File: src/rtl/raid_req_arbiter.sv
// Round-robin arbiter that shares one RAID controller among NREQ requesters,
// sequencing each transaction and returning data/status with a hang watchdog.
module raid_req_arbiter #(
    parameter int NREQ    = 4,
    parameter int TIMEOUT = 1024,
    parameter int TW      = 11
) (
    input  logic                 clk,
    input  logic                 reset,
    input  logic [NREQ-1:0]      req_valid,
    input  logic [NREQ-1:0]      req_write,
    input  logic [32*NREQ-1:0]   req_addr,
    input  logic [32*NREQ-1:0]   req_din,
    output logic [NREQ-1:0]      req_ack,
    output logic [NREQ-1:0]      resp_valid,
    output logic [31:0]          resp_data,
    output logic                 resp_parity,
    output logic                 resp_err,
    output logic                 resp_timeout,
    input  logic [3:0]           cfg_raid_type,
    output logic                 raid_read_en,
    output logic                 raid_write_en,
    output logic [31:0]          raid_addr,
    output logic [31:0]          raid_din,
    output logic [3:0]           raid_type,
    input  logic                 raid_active,
    input  logic [31:0]          raid_dout,
    input  logic                 raid_parity,
    input  logic                 raid_err,
    output logic                 busy
);

    localparam int PW = (NREQ > 1) ? $clog2(NREQ) : 1;

    typedef enum logic [2:0] {
        S_IDLE,
        S_ISSUE,
        S_WAIT_START,
        S_WAIT_DONE,
        S_RESP
    } state_t;

    state_t          state_reg, state_next;
    logic [PW-1:0]   ptr_reg;
    logic [PW-1:0]   gnt_reg;
    logic            wr_reg;
    logic [TW-1:0]   wd_reg;
    logic [31:0]     raid_addr_reg;
    logic [31:0]     raid_din_reg;
    logic [3:0]      raid_type_reg;
    logic [31:0]     resp_data_reg;
    logic            resp_parity_reg;
    logic            resp_err_reg;
    logic            resp_timeout_reg;

    logic [31:0]     addr_arr [NREQ];
    logic [31:0]     din_arr  [NREQ];
    logic [NREQ-1:0] upper_mask;
    logic [NREQ-1:0] req_hi;
    logic [PW-1:0]   hi_sel, lo_sel, gnt_sel;
    logic            grant_any;
    logic            wd_expired;
    logic            done_ok;
    logic            wd_abort;

    genvar gi;
    generate
        for (gi = 0; gi < NREQ; gi++) begin : g_req
            assign addr_arr[gi]   = req_addr[32*gi +: 32];
            assign din_arr[gi]    = req_din[32*gi +: 32];
            // Requesters at or above the pointer get first pick; the rest form the wrap-around pass.
            assign upper_mask[gi] = (PW'(gi) >= ptr_reg);
        end
    endgenerate

    assign req_hi    = req_valid & upper_mask;
    assign grant_any = |req_valid;

    always_comb begin
        hi_sel = '0;
        lo_sel = '0;
        for (int j = NREQ - 1; j >= 0; j--) begin
            if (req_hi[j])
                hi_sel = PW'(j);
            if (req_valid[j])
                lo_sel = PW'(j);
        end
        gnt_sel = (|req_hi) ? hi_sel : lo_sel;
    end

    assign wd_expired = (wd_reg == TW'(TIMEOUT - 1));
    assign done_ok    = (state_reg == S_WAIT_DONE) && !raid_active;
    assign wd_abort   = wd_expired &&
                        (((state_reg == S_WAIT_START) && !raid_active) ||
                         ((state_reg == S_WAIT_DONE)  &&  raid_active));

    always_ff @(posedge clk or posedge reset) begin
        if (reset)
            state_reg <= S_IDLE;
        else
            state_reg <= state_next;
    end

    always_comb begin
        state_next = state_reg;
        case (state_reg)
            S_IDLE:       if (grant_any) state_next = S_ISSUE;
            S_ISSUE:      state_next = S_WAIT_START;
            S_WAIT_START: begin
                if (raid_active)
                    state_next = S_WAIT_DONE;
                else if (wd_abort)
                    state_next = S_RESP;
            end
            S_WAIT_DONE:  if (done_ok || wd_abort) state_next = S_RESP;
            S_RESP:       state_next = S_IDLE;
            default:      state_next = S_IDLE;
        endcase
    end

    always_comb begin
        req_ack       = '0;
        resp_valid    = '0;
        raid_read_en  = 1'b0;
        raid_write_en = 1'b0;
        if (state_reg == S_ISSUE) begin
            req_ack[gnt_reg] = 1'b1;
            raid_write_en    = wr_reg;
            raid_read_en     = !wr_reg;
        end
        if (state_reg == S_RESP)
            resp_valid[gnt_reg] = 1'b1;
    end

    always_ff @(posedge clk or posedge reset) begin
        if (reset) begin
            ptr_reg          <= '0;
            gnt_reg          <= '0;
            wr_reg           <= 1'b0;
            wd_reg           <= '0;
            raid_addr_reg    <= '0;
            raid_din_reg     <= '0;
            raid_type_reg    <= '0;
            resp_data_reg    <= '0;
            resp_parity_reg  <= 1'b0;
            resp_err_reg     <= 1'b0;
            resp_timeout_reg <= 1'b0;
        end else begin
            if (state_reg == S_IDLE) begin
                // Type tracks config only while idle so it never changes under a live transaction.
                raid_type_reg <= cfg_raid_type;
                if (grant_any) begin
                    gnt_reg       <= gnt_sel;
                    wr_reg        <= req_write[gnt_sel];
                    raid_addr_reg <= addr_arr[gnt_sel];
                    raid_din_reg  <= din_arr[gnt_sel];
                    ptr_reg       <= (gnt_sel == PW'(NREQ - 1)) ? '0 : gnt_sel + 1'b1;
                end
            end

            if ((state_reg == S_ISSUE) || ((state_reg == S_WAIT_START) && raid_active))
                wd_reg <= '0;
            else if ((state_reg == S_WAIT_START) || (state_reg == S_WAIT_DONE))
                wd_reg <= wd_reg + 1'b1;

            if (done_ok) begin
                resp_data_reg    <= wr_reg ? 32'h0 : raid_dout;
                resp_parity_reg  <= raid_parity;
                resp_err_reg     <= raid_err;
                resp_timeout_reg <= 1'b0;
            end else if (wd_abort) begin
                resp_data_reg    <= 32'h0;
                resp_parity_reg  <= 1'b0;
                resp_err_reg     <= 1'b0;
                resp_timeout_reg <= 1'b1;
            end
        end
    end

    assign raid_addr    = raid_addr_reg;
    assign raid_din     = raid_din_reg;
    assign raid_type    = raid_type_reg;
    assign resp_data    = resp_data_reg;
    assign resp_parity  = resp_parity_reg;
    assign resp_err     = resp_err_reg;
    assign resp_timeout = resp_timeout_reg;
    assign busy         = (state_reg != S_IDLE);

endmodule
File: config.mk
export PLATFORM = sky130hd
export DESIGN_NAME = raid_req_arbiter
export DESIGN_NICKNAME = d
export VERILOG_FILES = /design/src/rtl/raid_req_arbiter.sv
export SDC_FILE = /design/constraint.sdc
export NUM_CORES = 1
export LEC_CHECK = 0
export BUFFER_PORTS_ARGS = -buffer_cell sky130_fd_sc_hd__buf_4
export CORE_ASPECT_RATIO = 2
export CORE_MARGIN = 1.5
export CORE_UTILIZATION = 25
export CTS_BUF_LIST = sky130_fd_sc_hd__clkbuf_4 sky130_fd_sc_hd__clkbuf_8
export DETAILED_ROUTE_END_ITERATION = 10
export PLACE_DENSITY = 0.55
export SETUP_SLACK_MARGIN = 0.1
export SKIP_CTS_REPAIR_TIMING = 1
export SLEW_MARGIN = 10
export SYNTH_ARGS = -nofsm -noshare
export SYNTH_HDL_FRONTEND = slang
export SYNTH_SLANG_ARGS = --single-unit
File: constraint.sdc
create_clock -name clk -period 9.1 [get_ports clk]
set_input_delay 0.91 -clock clk [delete_from_list [all_inputs] [get_ports clk]]
set_output_delay 0.91 -clock clk [all_outputs]
set_load 0.03 [all_outputs]
==> results_dict.tcl <==
set metrics [dict create \
    fin_crit_sh_pct 34.9 \
    vias 7308 \
    cts_max_level 4 \
    synth_cell_types 43 \
    leakagePower_nw 5.36 \
    rsz0062_at_grt "false" \
    setup_tns_ps 0 \
    synth_xor_area_share_pct 1.15 \
    intPower_mw 1.88 \
    dr.pass1.iters 4 \
    switchingPower_mw 1.60 \
    power_per_cell_area_nw_per_um2 325 \
    synth_warnings 0 \
    regToRegStartpoint "ptr_reg[1]" \
    first_global_vias 7456 \
    port_buffers 418 \
    clock_power_share_pct 17.1 \
    initial_core_util_pct 25.4 \
    grt_antenna_before_repair 1 \
    synth_seq_cells 122 \
    end_kind "flip-flop" \
    drive_above_1_share_pct 40.6 \
    grt_usage_pct 19.4 \
    startpoint_type "input pin" \
    post-place-ws_ps 5430 \
    layout_min_cycle_time_ps 3170 \
    place_inst 1497 \
    cp_cell_sequence "buf_4 -> a21boi_0 -> o221a_4 -> buf_4 -> nand2_1 -> and3_1 -> o31ai_1" \
    final_hold_viol_count 0 \
    critPathMaxFanout 84 \
    r2r_slack_ps 6010 \
    area_delta_synth_final_pct 56.4 \
    overflow 0 \
    maxSlewHeadroom_pct 20.9 \
    cp.required_ps 9470 \
    multi_input_area_um2 3490 \
    fillCellCount 2853 \
    setup_violations 0 \
    synthAdderAreaFrac_pct 0.348 \
    ios 419 \
    setup_ws_ps 5930 \
    crit_buf_inv 2 \
    ir_drop_mv 0.128 \
    gp_congestion 0.914 \
    grt_pass1_wl_mm 41.7 \
    cts_tree "yes" \
    crit_type "in -> reg" \
    r2r_cells 6 \
    synthCells 792 \
    stdcell_count 1530 \
    dieArea_um2 28400 \
    synth-simple-area-share_pct 27.1 \
    clock.fmax_mhz 315 \
    finClkSkew_ps 12.4 \
    synth.top_cell.area_share_pct 44.7 \
    cts_inserted_buffers 17 \
    core_area_um2 26900 \
    clkTransAtPathRegs_ps 80 \
    regArea_um2 3050 \
    startpoint "req_valid[0]" \
    die_y_um 237 \
    drc_errors 0 \
    synth_edf_count 0 \
    crit_arrival_ps 3540 \
    combPwrFrac_pct 56.1 \
    hold_path.class "reg -> reg" \
    seqPwrFrac_pct 26.8 \
    synth_ff_type "dfrtp_1" \
    rows 85 \
    path_delay_family "compound AO/OA/AOI/OAI gates" \
    hold_slack_ps 478 \
    syn_nets 1098 \
    min_from "raid_din[11]" \
    tightest_slew_ps 1190 \
    status "finished, final reports clean" \
    crit_path_frequent_cell "buf_4" \
    maxCapViolations 0 \
    switching_share_pct 45.9 \
    die_x_um 120 \
    synth_area_um2 6830 \
    p_total_mw 3.47 \
    synthArstFlopShare_pct 100 \
    cp_slowest_cell "buf_4" \
    hold_end "raid_din[11]" \
    root_buffer "clkbuf_8" \
    cp_slowest_stage_delay_ps 800 \
    clk_path_buf_depth 2 \
    cts_sinks 122 \
    dp_hpwl_mm 20.8 \
    nets 1474 \
    antenna_left 0 \
    synth_largest_area_cell "dfrtp_1" \
    synth_top_family_by_area "simple AND/OR/NAND/NOR gates" \
    viasPerCell 4.78 \
    slew_violations 0 \
    syn_area_per_cell_um2 8.63 \
    yosys-top-cells-area "dfrtp_1 45%, nand2_1 12%, a211oi_1 7.1%, o31ai_1 7.1%, and3_1 6.0%" \
    wirelength_mm 27.9 \
    r2r-end "raid_addr[16]" \
    yosysSeqAreaShare_pct 44.7 \
    grt_start_max_net_pins 123 \
    synthMuxAreaShare_pct 0.989 \
    synth_compound_area_share_pct 20.7 \
    drt_iter0_drc 242 \
    clk_latency_ps 480 \
    holdPathStages 2 \
    wire_per_inst_um 18.3 \
]
[metal layers]
layer / part of all wire [%] / vias to the layer above / GRT usage [%]
li1: - / 3531 / -
met1: 37 / 3426 / 20.7
met2: 53 / 290 / 34.6
met3: 5.6 / 61 / 4.55
met4: 4.3 / 0 / 11.0
met5: 0 / - / 0
[final cells by class]
cell class              count  share of cell area [%]
clock inverters            11                    1.78
flip-flops and latches    122                    28.6
well taps                 348                    4.08
diodes                      1                  0.0234
multi-input cells         593                    32.6
repair buffers            425                    29.9
inverters                   9                   0.340
clock buffers              21                    2.71
[power by group through the flow]
stage | logic [mW] | registers, mW | clock network [mW]
after CTS | 1.98 | 0.933 | 0.620
after global routing | 2.11 | 0.962 | 0.640
after global placement | 1.96 | 0.932 | 0
final | 1.95 | 0.931 | 0.595
after floorplan | 0.870 | 1.32 | 0
after detailed placement | 1.98 | 0.939 | 0
[synthesized netlist by cell type, types with 6 or more instances]
cell	count
o31ai_1	65
a22o_1	30
xor2_1	6
dfrtp_1	122
inv_1	9
and2_1	58
clkbuf_1	49
and2_0	7
buf_2	10
and3_1	65
nand2_1	213
o21ai_0	7
mux2_2	6
nor2_1	25
nor3_1	6
a211oi_1	65
[cells in the final DEF (no fill, tap or decap), drive strengths merged, types with 6 or more instances in the layout]
cell,Yosys,layout
and2,65,65
nor2,25,25
xor2,6,6
inv,9,9
a22o,35,35
o31ai,65,65
and3,65,65
nand2,213,213
nor3,6,6
o21ai,7,7
dfrtp,122,122
mux2,6,6
a211oi,65,65
buf,18,425
clkbuf,50,21
[worst max path at each step]
stage                     to  depth (start not counted)  slack (ps)
2_1_floorplan     gnt_reg[0]                          1        4950
3_3_place_gp     raid_din[8]                          7        5550
3_5_place_dp   raid_addr[16]                          7        5430
4_1_cts        raid_addr[16]                          7        5960
5_1_grt         raid_addr[9]                          7        5720
6_report       raid_addr[16]                          7        5930
[kinds of logic after synthesis]
kind of cell / count (synthesis)
buffers and inverters: 77
and+or+nand+nor: 391
xor gates and xnor gates: 9
adders and majority gates: 2
DFF: 122
AOI/OAI and AO/OA: 185
muxes: 6
[worst register-to-register path, cell delays in order, from the launching register on]
cell and delay [ps]:
dfrtp_1 440, a21boi_0 480, o221a_4 710, buf_4 800, nand2_1 150, and3_1 190
o31ai_1 230
[stage by stage]
stage / utilization [%] / instance area [um^2]
floorplan: - / 6830
global placement: 37.9 / 10200
detailed placement: 37.9 / 10200
CTS: 39.7 / 10700
global route: 39.7 / 10700
finish: 39.7 / 10700
(Power assumes the default switching activity.)
